## src/rtl/gcd_job_sequencer.sv

```systemverilog
// gcd_job_sequencer
//    Initiator for the gcd_machine go/done handshake. Operand pairs arrive over a
//    valid/ready request port and are buffered in a DEPTH-entry FIFO. Each pair is
//    launched into the engine, the sequencer waits for done, and the result is
//    returned over a valid/ready response port. Pairs with a zero operand are
//    answered locally without touching the engine. A job that stays in
//    LAUNCH+WAIT for TIMEOUT cycles is aborted and answered with rsp_timeout=1.
//
// Ports
//    clk, rst_n                 clock (rising edge), asynchronous active-low reset
//    req_valid/req_ready        request handshake, req_ready = FIFO not full
//    req_a, req_b               operand pair
//    gcd_go, gcd_in1, gcd_in2   launch controls to gcd_machine
//    gcd_out, gcd_done          result and completion from gcd_machine
//    rsp_valid/rsp_ready        response handshake
//    rsp_data, rsp_timeout      result (0 when aborted) and abort flag
//    busy                       a job is in service or queued
module gcd_job_sequencer #(
   parameter int WIDTH   = 32,
   parameter int DEPTH   = 4,
   parameter int TIMEOUT = 1024
) (
   input  logic             clk,
   input  logic             rst_n,
   input  logic             req_valid,
   output logic             req_ready,
   input  logic [WIDTH-1:0] req_a,
   input  logic [WIDTH-1:0] req_b,
   output logic             gcd_go,
   output logic [WIDTH-1:0] gcd_in1,
   output logic [WIDTH-1:0] gcd_in2,
   input  logic [WIDTH-1:0] gcd_out,
   input  logic             gcd_done,
   output logic             rsp_valid,
   input  logic             rsp_ready,
   output logic [WIDTH-1:0] rsp_data,
   output logic             rsp_timeout,
   output logic             busy
);

   localparam int AW = $clog2(DEPTH);
   localparam int CW = $clog2(DEPTH + 1);
   localparam int TW = $clog2(TIMEOUT + 1);

   typedef enum logic [2:0] {IDLE, LAUNCH, WAIT, BYPASS, HOLD} state_t;

   state_t           state;
   logic [WIDTH-1:0] mem_a [DEPTH];
   logic [WIDTH-1:0] mem_b [DEPTH];
   logic [AW-1:0]    wr_ptr;
   logic [AW-1:0]    rd_ptr;
   logic [CW-1:0]    count;
   logic [TW-1:0]    tmo_cnt;
   logic [WIDTH-1:0] head_a;
   logic [WIDTH-1:0] head_b;
   logic             push;
   logic             pop;
   logic             tmo_hit;

   // Full is judged from the registered count only, so a pop in the same
   // cycle never opens a slot for a push.
   assign req_ready = (count != CW'(DEPTH));
   assign push      = req_valid && req_ready;
   assign pop       = (state == IDLE) && (count != '0);
   assign busy      = (state != IDLE) || (count != '0);
   assign head_a    = mem_a[rd_ptr];
   assign head_b    = mem_b[rd_ptr];
   assign tmo_hit   = (tmo_cnt == TW'(TIMEOUT - 1));

   // FIFO storage: payload only, no reset needed.
   always_ff @(posedge clk) begin
      if (push) begin
         mem_a[wr_ptr] <= req_a;
         mem_b[wr_ptr] <= req_b;
      end
   end

   // FIFO pointers and occupancy; DEPTH is a power of two so the pointers
   // wrap naturally.
   always_ff @(posedge clk or negedge rst_n) begin
      if (!rst_n) begin
         wr_ptr <= '0;
         rd_ptr <= '0;
         count  <= '0;
      end else begin
         if (push) wr_ptr <= wr_ptr + AW'(1);
         if (pop)  rd_ptr <= rd_ptr + AW'(1);
         case ({push, pop})
            2'b10:   count <= count + CW'(1);
            2'b01:   count <= count - CW'(1);
            default: count <= count;
         endcase
      end
   end

   // Job FSM with registered engine and response outputs.
   always_ff @(posedge clk or negedge rst_n) begin
      if (!rst_n) begin
         state       <= IDLE;
         gcd_go      <= 1'b0;
         gcd_in1     <= '0;
         gcd_in2     <= '0;
         rsp_valid   <= 1'b0;
         rsp_data    <= '0;
         rsp_timeout <= 1'b0;
         tmo_cnt     <= '0;
      end else begin
         case (state)
            IDLE: begin
               if (pop) begin
                  gcd_in1 <= head_a;
                  gcd_in2 <= head_b;
                  tmo_cnt <= '0;
                  if (head_a == '0 || head_b == '0) begin
                     state <= BYPASS;
                  end else begin
                     state  <= LAUNCH;
                     gcd_go <= 1'b1;
                  end
               end
            end
            LAUNCH: begin
               // done may still be high from the previous job (or from reset);
               // keep go asserted until the engine drops it.
               if (tmo_hit) begin
                  gcd_go      <= 1'b0;
                  rsp_data    <= '0;
                  rsp_timeout <= 1'b1;
                  rsp_valid   <= 1'b1;
                  state       <= HOLD;
               end else begin
                  tmo_cnt <= tmo_cnt + TW'(1);
                  if (!gcd_done) begin
                     gcd_go <= 1'b0;
                     state  <= WAIT;
                  end
               end
            end
            WAIT: begin
               // A completion on the last allowed cycle still wins over abort.
               if (gcd_done) begin
                  rsp_data    <= gcd_out;
                  rsp_timeout <= 1'b0;
                  rsp_valid   <= 1'b1;
                  state       <= HOLD;
               end else if (tmo_hit) begin
                  rsp_data    <= '0;
                  rsp_timeout <= 1'b1;
                  rsp_valid   <= 1'b1;
                  state       <= HOLD;
               end else begin
                  tmo_cnt <= tmo_cnt + TW'(1);
               end
            end
            BYPASS: begin
               // gcd(0,x) = x; gcd(0,0) falls out as 0.
               rsp_data    <= (gcd_in1 == '0) ? gcd_in2 : gcd_in1;
               rsp_timeout <= 1'b0;
               rsp_valid   <= 1'b1;
               state       <= HOLD;
            end
            HOLD: begin
               if (rsp_ready) begin
                  rsp_valid <= 1'b0;
                  state     <= IDLE;
               end
            end
            default: state <= IDLE;
         endcase
      end
   end

endmodule

```

## config.mk

```make
export PLATFORM = sky130hd
export DESIGN_NAME = gcd_job_sequencer
export DESIGN_NICKNAME = d
export VERILOG_FILES = /design/src/rtl/gcd_job_sequencer.sv
export SDC_FILE = /design/constraint.sdc
export NUM_CORES = 1
export LEC_CHECK = 0
export CAP_MARGIN = 30
export CORE_ASPECT_RATIO = 0.6
export CORE_MARGIN = 10
export CORE_UTILIZATION = 59
export CTS_CLUSTER_SIZE = 14
export DETAILED_ROUTE_END_ITERATION = 10
export PLACE_DENSITY = 0.9
export SYNTH_ARGS = -nofsm -noshare
export SYNTH_HDL_FRONTEND = slang
export SYNTH_SLANG_ARGS = --single-unit
```

## constraint.sdc

```tcl
create_clock -name clk -period 4.59 [get_ports clk]
set_input_delay 0.6885 -clock clk [delete_from_list [all_inputs] [get_ports clk]]
set_output_delay 0.6885 -clock clk [all_outputs]
set_load 0.02 [all_outputs]
```

==> results of run 1 <==
cells by family after synthesis:
kind of cell | Yosys count | share of synthesized area [%]
DFF | 376 | 71.9
and+or+nand+nor | 248 | 7.93
AOI/OAI and AO/OA | 124 | 6.20
buffers and inverters | 93 | 2.79
muxes | 67 | 9.91
xor gates and xnor gates | 9 | 0.530
adders and majority gates | 8 | 0.707
synth_stat cells (all sizes together) (2+ instances only):
master	number
a21o	2
a21oi	7
a221o	32
and2	4
and3	5
buf	23
clkbuf	28
dfrtp	120
edfxtp	256
ha	6
inv	42
mux2i	2
mux4	64
nand2	134
nand2b	3
nand3	7
nand3b	3
nand4	7
nor2	8
nor2b	2
nor3	36
nor4	27
o21a	33
o21ai	35
o31ai	6
o41ai	2
or3	2
or4	5
xnor2	5
xor2	4
flip-flops by register name (all words and copies together), names as in the netlist:
register     count
wr_ptr           2
gcd_in2         32
mem_b          128
mem_a          128
gcd_in1         32
rsp_timeout      1
count            3
rd_ptr           2
rsp_valid        1
state            3
rsp_data        32
tmo_cnt         11
gcd_go           1
power groups by stage:
stage / Combinational, mW / Clock [mW] / Sequential [mW]
after floorplan: 2.57 / 0 / 5.60
after global placement: 4.77 / 0 / 5.32
after detailed placement: 4.94 / 0 / 5.39
after CTS: 5.02 / 2.86 / 5.34
after global routing: 5.37 / 2.98 / 5.43
final: 5.07 / 2.84 / 5.35
stage by stage:
stage          cells  setup slack [ns]  utilization, %
5_1_grt         1482              1.26            75.1
2_1_floorplan    925              1.85               -
3_5_place_dp    1416              1.62            70.3
4_1_cts         1480              1.52            74.9
6_report        1483              1.41            75.1
3_3_place_gp    1416              1.71            70.3
metal layers:
layer,share of wire [%],vias to the layer above,routed length [um],track usage (%)
met4,2.4,4,1010,7.16
met1,39,4850,16400,35.5
met3,13,80,5490,8.32
li1,-,3962,-,-
met5,0.057,-,24,0
met2,46,691,19400,40.3
area by class of cell:
cell class                 instances  area (um2)
antenna                            1        2.50
clock buffer                      59        1070
clock inverter                     5        48.8
fill                            1366        6100
inverter                          42         158
multi-input combinational        456        3770
sequential                       376       10700
tap                              322         403
timing repair buffer             222        2250
worst min path at each step:
stage	startpoint	to	slack, ns	cells after the start
floorplan	rst_n	count[0]	0.39	0
global placement	rsp_data[26]	rsp_data[26]	0.49	1
detailed placement	rsp_data[12]	rsp_data[12]	0.50	1
CTS	rst_n	rsp_data[21]	0.34	1
global route	rst_n	rsp_data[15]	0.04	1
finish	rst_n	rsp_data[15]	0.03	1
==> results.json, run 1 <==
{
  "cts_root_buf": "clkbuf_16",
  "clk_pin_slew_ns": 0.06,
  "path_depth": 6,
  "swShare_pct": 37.1,
  "vdd_drop_max_mv": 0.395,
  "die_y_um": 143,
  "avgSynthCellArea_um2": 16.1,
  "slew_violations": 0,
  "timing.fmax_mhz": 315,
  "fin_crit_ns": 3.18,
  "tritoncts": "done",
  "holdBufCountCts": 0,
  "reg2reg_depth": 6,
  "drive_gt1_share_pct": 12.7,
  "syn-num-nets": 1033,
  "die-area_um2": 32100,
  "grt_pass1_wl_mm": 62.5,
  "fin_nets": 1241,
  "gp_congestion": 0.895,
  "switching_power_mw": 4.92,
  "placed_area_um2": 17200,
  "synth-seq-area-share_pct": 71.9,
  "synth_cells": 925,
  "powerDensity_nw_per_um2": 721,
  "antenna_left": 0,
  "htree_levels": 2,
  "overflow": 0,
  "p_leak_nw": 6.71,
  "power_frac_comb_pct": 38.2,
  "p_total_mw": 13.3,
  "timing.rr.start": "rd_ptr[0]",
  "core_area_um2": 24500,
  "r2r_slack_ns": 1.41,
  "rsz0062_at_grt": "no",
  "cts_resized": 0,
  "crit_path_start": "rd_ptr[0]",
  "final.setup.tns_ns": 0,
  "cpPeakStageDelay_ns": 0.79,
  "r2r_end": "gcd_go",
  "p_seq_share_pct": 40.4,
  "grt_max_degree": 77,
  "arrival_ns": 3.57,
  "crit_family": "simple AND/OR/NAND/NOR gates",
  "syn_area_um2": 14900,
  "cp_slowest_cell": "dfrtp_4",
  "grt_antenna_before_repair": 2,
  "drc": 0,
  "power.internal_mw": 8.34,
  "cp-endpoint": "gcd_go",
  "ys_async_sr_fraction_pct": 31.9,
  "synth_edf_count": 256,
  "groute.usage.overall_pct": 26.1,
  "hold_ws_ns": 0.0260,
  "setup_viol": 0,
  "layout_common_cells": "256 x edfxtp_1, 200 x clkdlybuf4s50_1, 134 x nand2_1",
  "synth_area_leaders": "edfxtp_1 52%, dfrtp_1 20%, mux4_2 9.7%",
  "drt_iter0_markers": 1665,
  "die_w_um": 225,
  "status": "complete, no violations",
  "cap_viol_max_count": 0,
  "ys_seq_elements": 376,
  "slew_headroom_pct": 37.5,
  "clock_power_share_pct": 21.4,
  "crit_chain": "buf_4 -> mux4_2 -> nor4_1 -> nand4_1 -> o22ai_1 -> a21oi_1",
  "cts_buffers": 35,
  "hp-class": "in2async",
  "cts_max_path_buffers": 3,
  "rows": 44,
  "crit_path_end_kind": "flop",
  "crit_buf_inv": 1,
  "area.growth.synth_to_final_pct": 23.8,
  "wl_per_cell_um": 28.6,
  "clock_sinks": 376,
  "fin_skew_ns": 0.0258,
  "crit_fanout": 29,
  "clock_latency_ns": 0.54,
  "synth_cell_types": 50,
  "yosysWarningCount": 0,
  "fin_crit_sh_pct": 69.2,
  "firstDrtPassIters": 7,
  "fin_area_um2": 18400,
  "via_per_inst": 6.46,
  "tightestPinTransition_ns": 0.938,
  "grt_pass1_vias": 9525,
  "start_kind": "flop",
  "synth_top_flop_cell": "edfxtp_1",
  "dp_hpwl_mm": 29.2,
  "io_pins": 202,
  "vias": 9587,
  "drt-total-wl_mm": 42.4,
  "synth_top_area_cell": "edfxtp_1",
  "numPortBuffers": 201,
  "cts_setup_buffers": 0,
  "worst-endpoint-required_ns": 4.98,
  "initial_core_util_pct": 60.7,
  "final_common_cell": "edfxtp_1",
  "finalHoldViolCount": 0,
  "synth_top_area_share_pct": 51.7,
  "critPathKind": "reg2reg"
}
No activity file was read; power rests on OpenSTA's default activity.
==> inputs of run 2 (changes only) <==
Settings changed: CORE_UTILIZATION 59 to 49, PLACE_DENSITY 0.9 to 0.8.
Clock period 4.59 ns to 2.7 ns, I/O delays scaled along.
==> results.json, run 2 (synthesized netlist as in run 1, its figures left out) <==
{
  "setup_viol": 0,
  "r2r_end": "gcd_go",
  "via_per_inst": 5.81,
  "core_area_um2": 29900,
  "powerDensity_nw_per_um2": 1190,
  "final.setup.tns_ns": 0,
  "vias": 9180,
  "io_pins": 202,
  "die_w_um": 245,
  "cts_root_buf": "clkbuf_16",
  "layoutNonFillerInstCount": 1581,
  "crit_fanout": 23,
  "layout_common_cells": "256 x edfxtp_1, 200 x clkdlybuf4s50_1, 134 x nand2_1",
  "tritoncts": "done",
  "clk_pin_slew_ns": 0.06,
  "final_common_cell": "edfxtp_1",
  "wl_met2_mm": 17.6,
  "drt-total-wl_mm": 39.3,
  "rows": 49,
  "grt_pass1_wl_mm": 59.7,
  "cap_viol_max_count": 0,
  "rsz0062_at_grt": "no",
  "antenna_left": 0,
  "crit_path_end_kind": "flop",
  "vdd_drop_max_mv": 0.549,
  "grt_antenna_before_repair": 9,
  "cts_buffers": 35,
  "overflow": 0,
  "die-area_um2": 37900,
  "initial_core_util_pct": 49.7,
  "status": "complete, no violations",
  "slew_headroom_pct": 44.2,
  "drc": 0,
  "reg2reg_depth": 7,
  "p_total_mw": 22.2,
  "cts_max_path_buffers": 3,
  "cpPeakStageDelay_ns": 0.54,
  "firstDrtPassIters": 5,
  "arrival_ns": 2.94,
  "grt_max_degree": 106,
  "fin_ws_ns": 0.147,
  "numPortBuffers": 201,
  "slew_violations": 0,
  "tightestPinTransition_ns": 0.837,
  "nFillCells": 2156,
  "final_util_pct": 62.2,
  "dp_hpwl_mm": 27.4,
  "drive_gt1_share_pct": 13.1,
  "critPathKind": "reg2reg",
  "worst-endpoint-required_ns": 3.09,
  "drt_iter0_markers": 1102,
  "cp-endpoint": "gcd_go",
  "clock_latency_ns": 0.54,
  "p_leak_nw": 6.75,
  "wl_met1_mm": 17.2,
  "reg_top3": "mem_a (128), mem_b (128)",
  "crit_path_start": "rd_ptr[1]",
  "dp_slack_ns": -0.0347,
  "gp_congestion": 0.859,
  "timing.fmax_mhz": 392,
  "die_y_um": 155,
  "htree_levels": 2,
  "r2r_slack_ns": 0.15,
  "clock_sinks": 376,
  "post-place-cells": 1510,
  "groute.usage.overall_pct": 20.6,
  "hp-class": "in2async",
  "fin_skew_ns": 0.0303,
  "top_layer_used": "met5",
  "cts_setup_buffers": 0,
  "finalHoldViolCount": 0,
  "fin_nets": 1248,
  "fin_crit_sh_pct": 94.6,
  "area.growth.synth_to_final_pct": 25.1,
  "grt_pass1_vias": 9219,
  "wl_per_cell_um": 24.9,
  "start_kind": "flop",
  "fin_crit_ns": 2.55,
  "cp_slowest_cell": "dfrtp_2",
  "wl_met3_mm": 3.83,
  "crit_chain": "buf_12 -> buf_4 -> mux4_2 -> nor4_2 -> nand4_1 -> o22ai_1 -> a21oi_1",
  "timing.rr.start": "rd_ptr[1]"
}
run 2: cell count changes in the layout (fill, tap and decap cells not counted), moves of 3 or more:
| cell | delta |
|---|---|
| diode_2 | +7 |
| buf_12 | +6 |
| clkinv_2 | +3 |
| clkbuf_1 | -4 |
| clkinv_1 | +3 |
run 2: through the flow:
stage	instance area, um2	hold WS, ns
global route	18600	0.465
global placement	17500	0.481
CTS	18600	0.470
floorplan	14900	0.109
finish	18600	0.466
detailed placement	17500	0.477
run 2: power breakdown:
part / internal, mW / total, mW / switching [mW]
sequential: 7.90 / 8.84 / 0.939
clock: 2.60 / 4.67 / 2.07
combinational: 3.68 / 8.71 / 5.03
run 2: per-layer routing:
metal	vias to the layer above	global-route usage [%]
met5	-	0
met4	6	4.24
met3	53	6.16
met2	445	30.2
met1	4675	29.9
li1	4001	-
run 2: worst min-delay path by stage:
stage	from	endpoint	cells after the start	slack (ns)
after global placement	rst_n	rsp_data[15]	1	0.48
after floorplan	rst_n	count[0]	0	0.11
final	rst_n	rsp_data[15]	2	0.47
after global routing	gcd_out[24]	rsp_data[24]	2	0.46
after CTS	rst_n	rsp_data[15]	2	0.47
after detailed placement	rst_n	rsp_data[15]	1	0.48
run 2: timing repair:
action,4_1_cts,5_1_grt
pin swaps,0,1
endpoints found under the hold margin,45,0
gates resized for setup,1,0
setup endpoints to repair,2,1
hold buffers,1,0
run 2: area by class of cell:
cell class	instances	area, um2	share of cell area (%)
clock inverters	9	63.8	0.343
diodes	8	20.0	0.108
repair buffers	229	2360	12.7
multi-input cells	456	3780	20.3
well taps	408	510	2.75
inverters	42	158	0.848
clock buffers	53	1010	5.45
flip-flops and latches	376	10700	57.5
run 2: worst max-delay path: cells and delay by family, from the launching register on:
family	cells	cell delay, ns
DFF	1	0.54
AOI/OAI and AO/OA	2	0.38
and+or+nand+nor	2	0.70
muxes	1	0.36
buffers and inverters	2	0.43
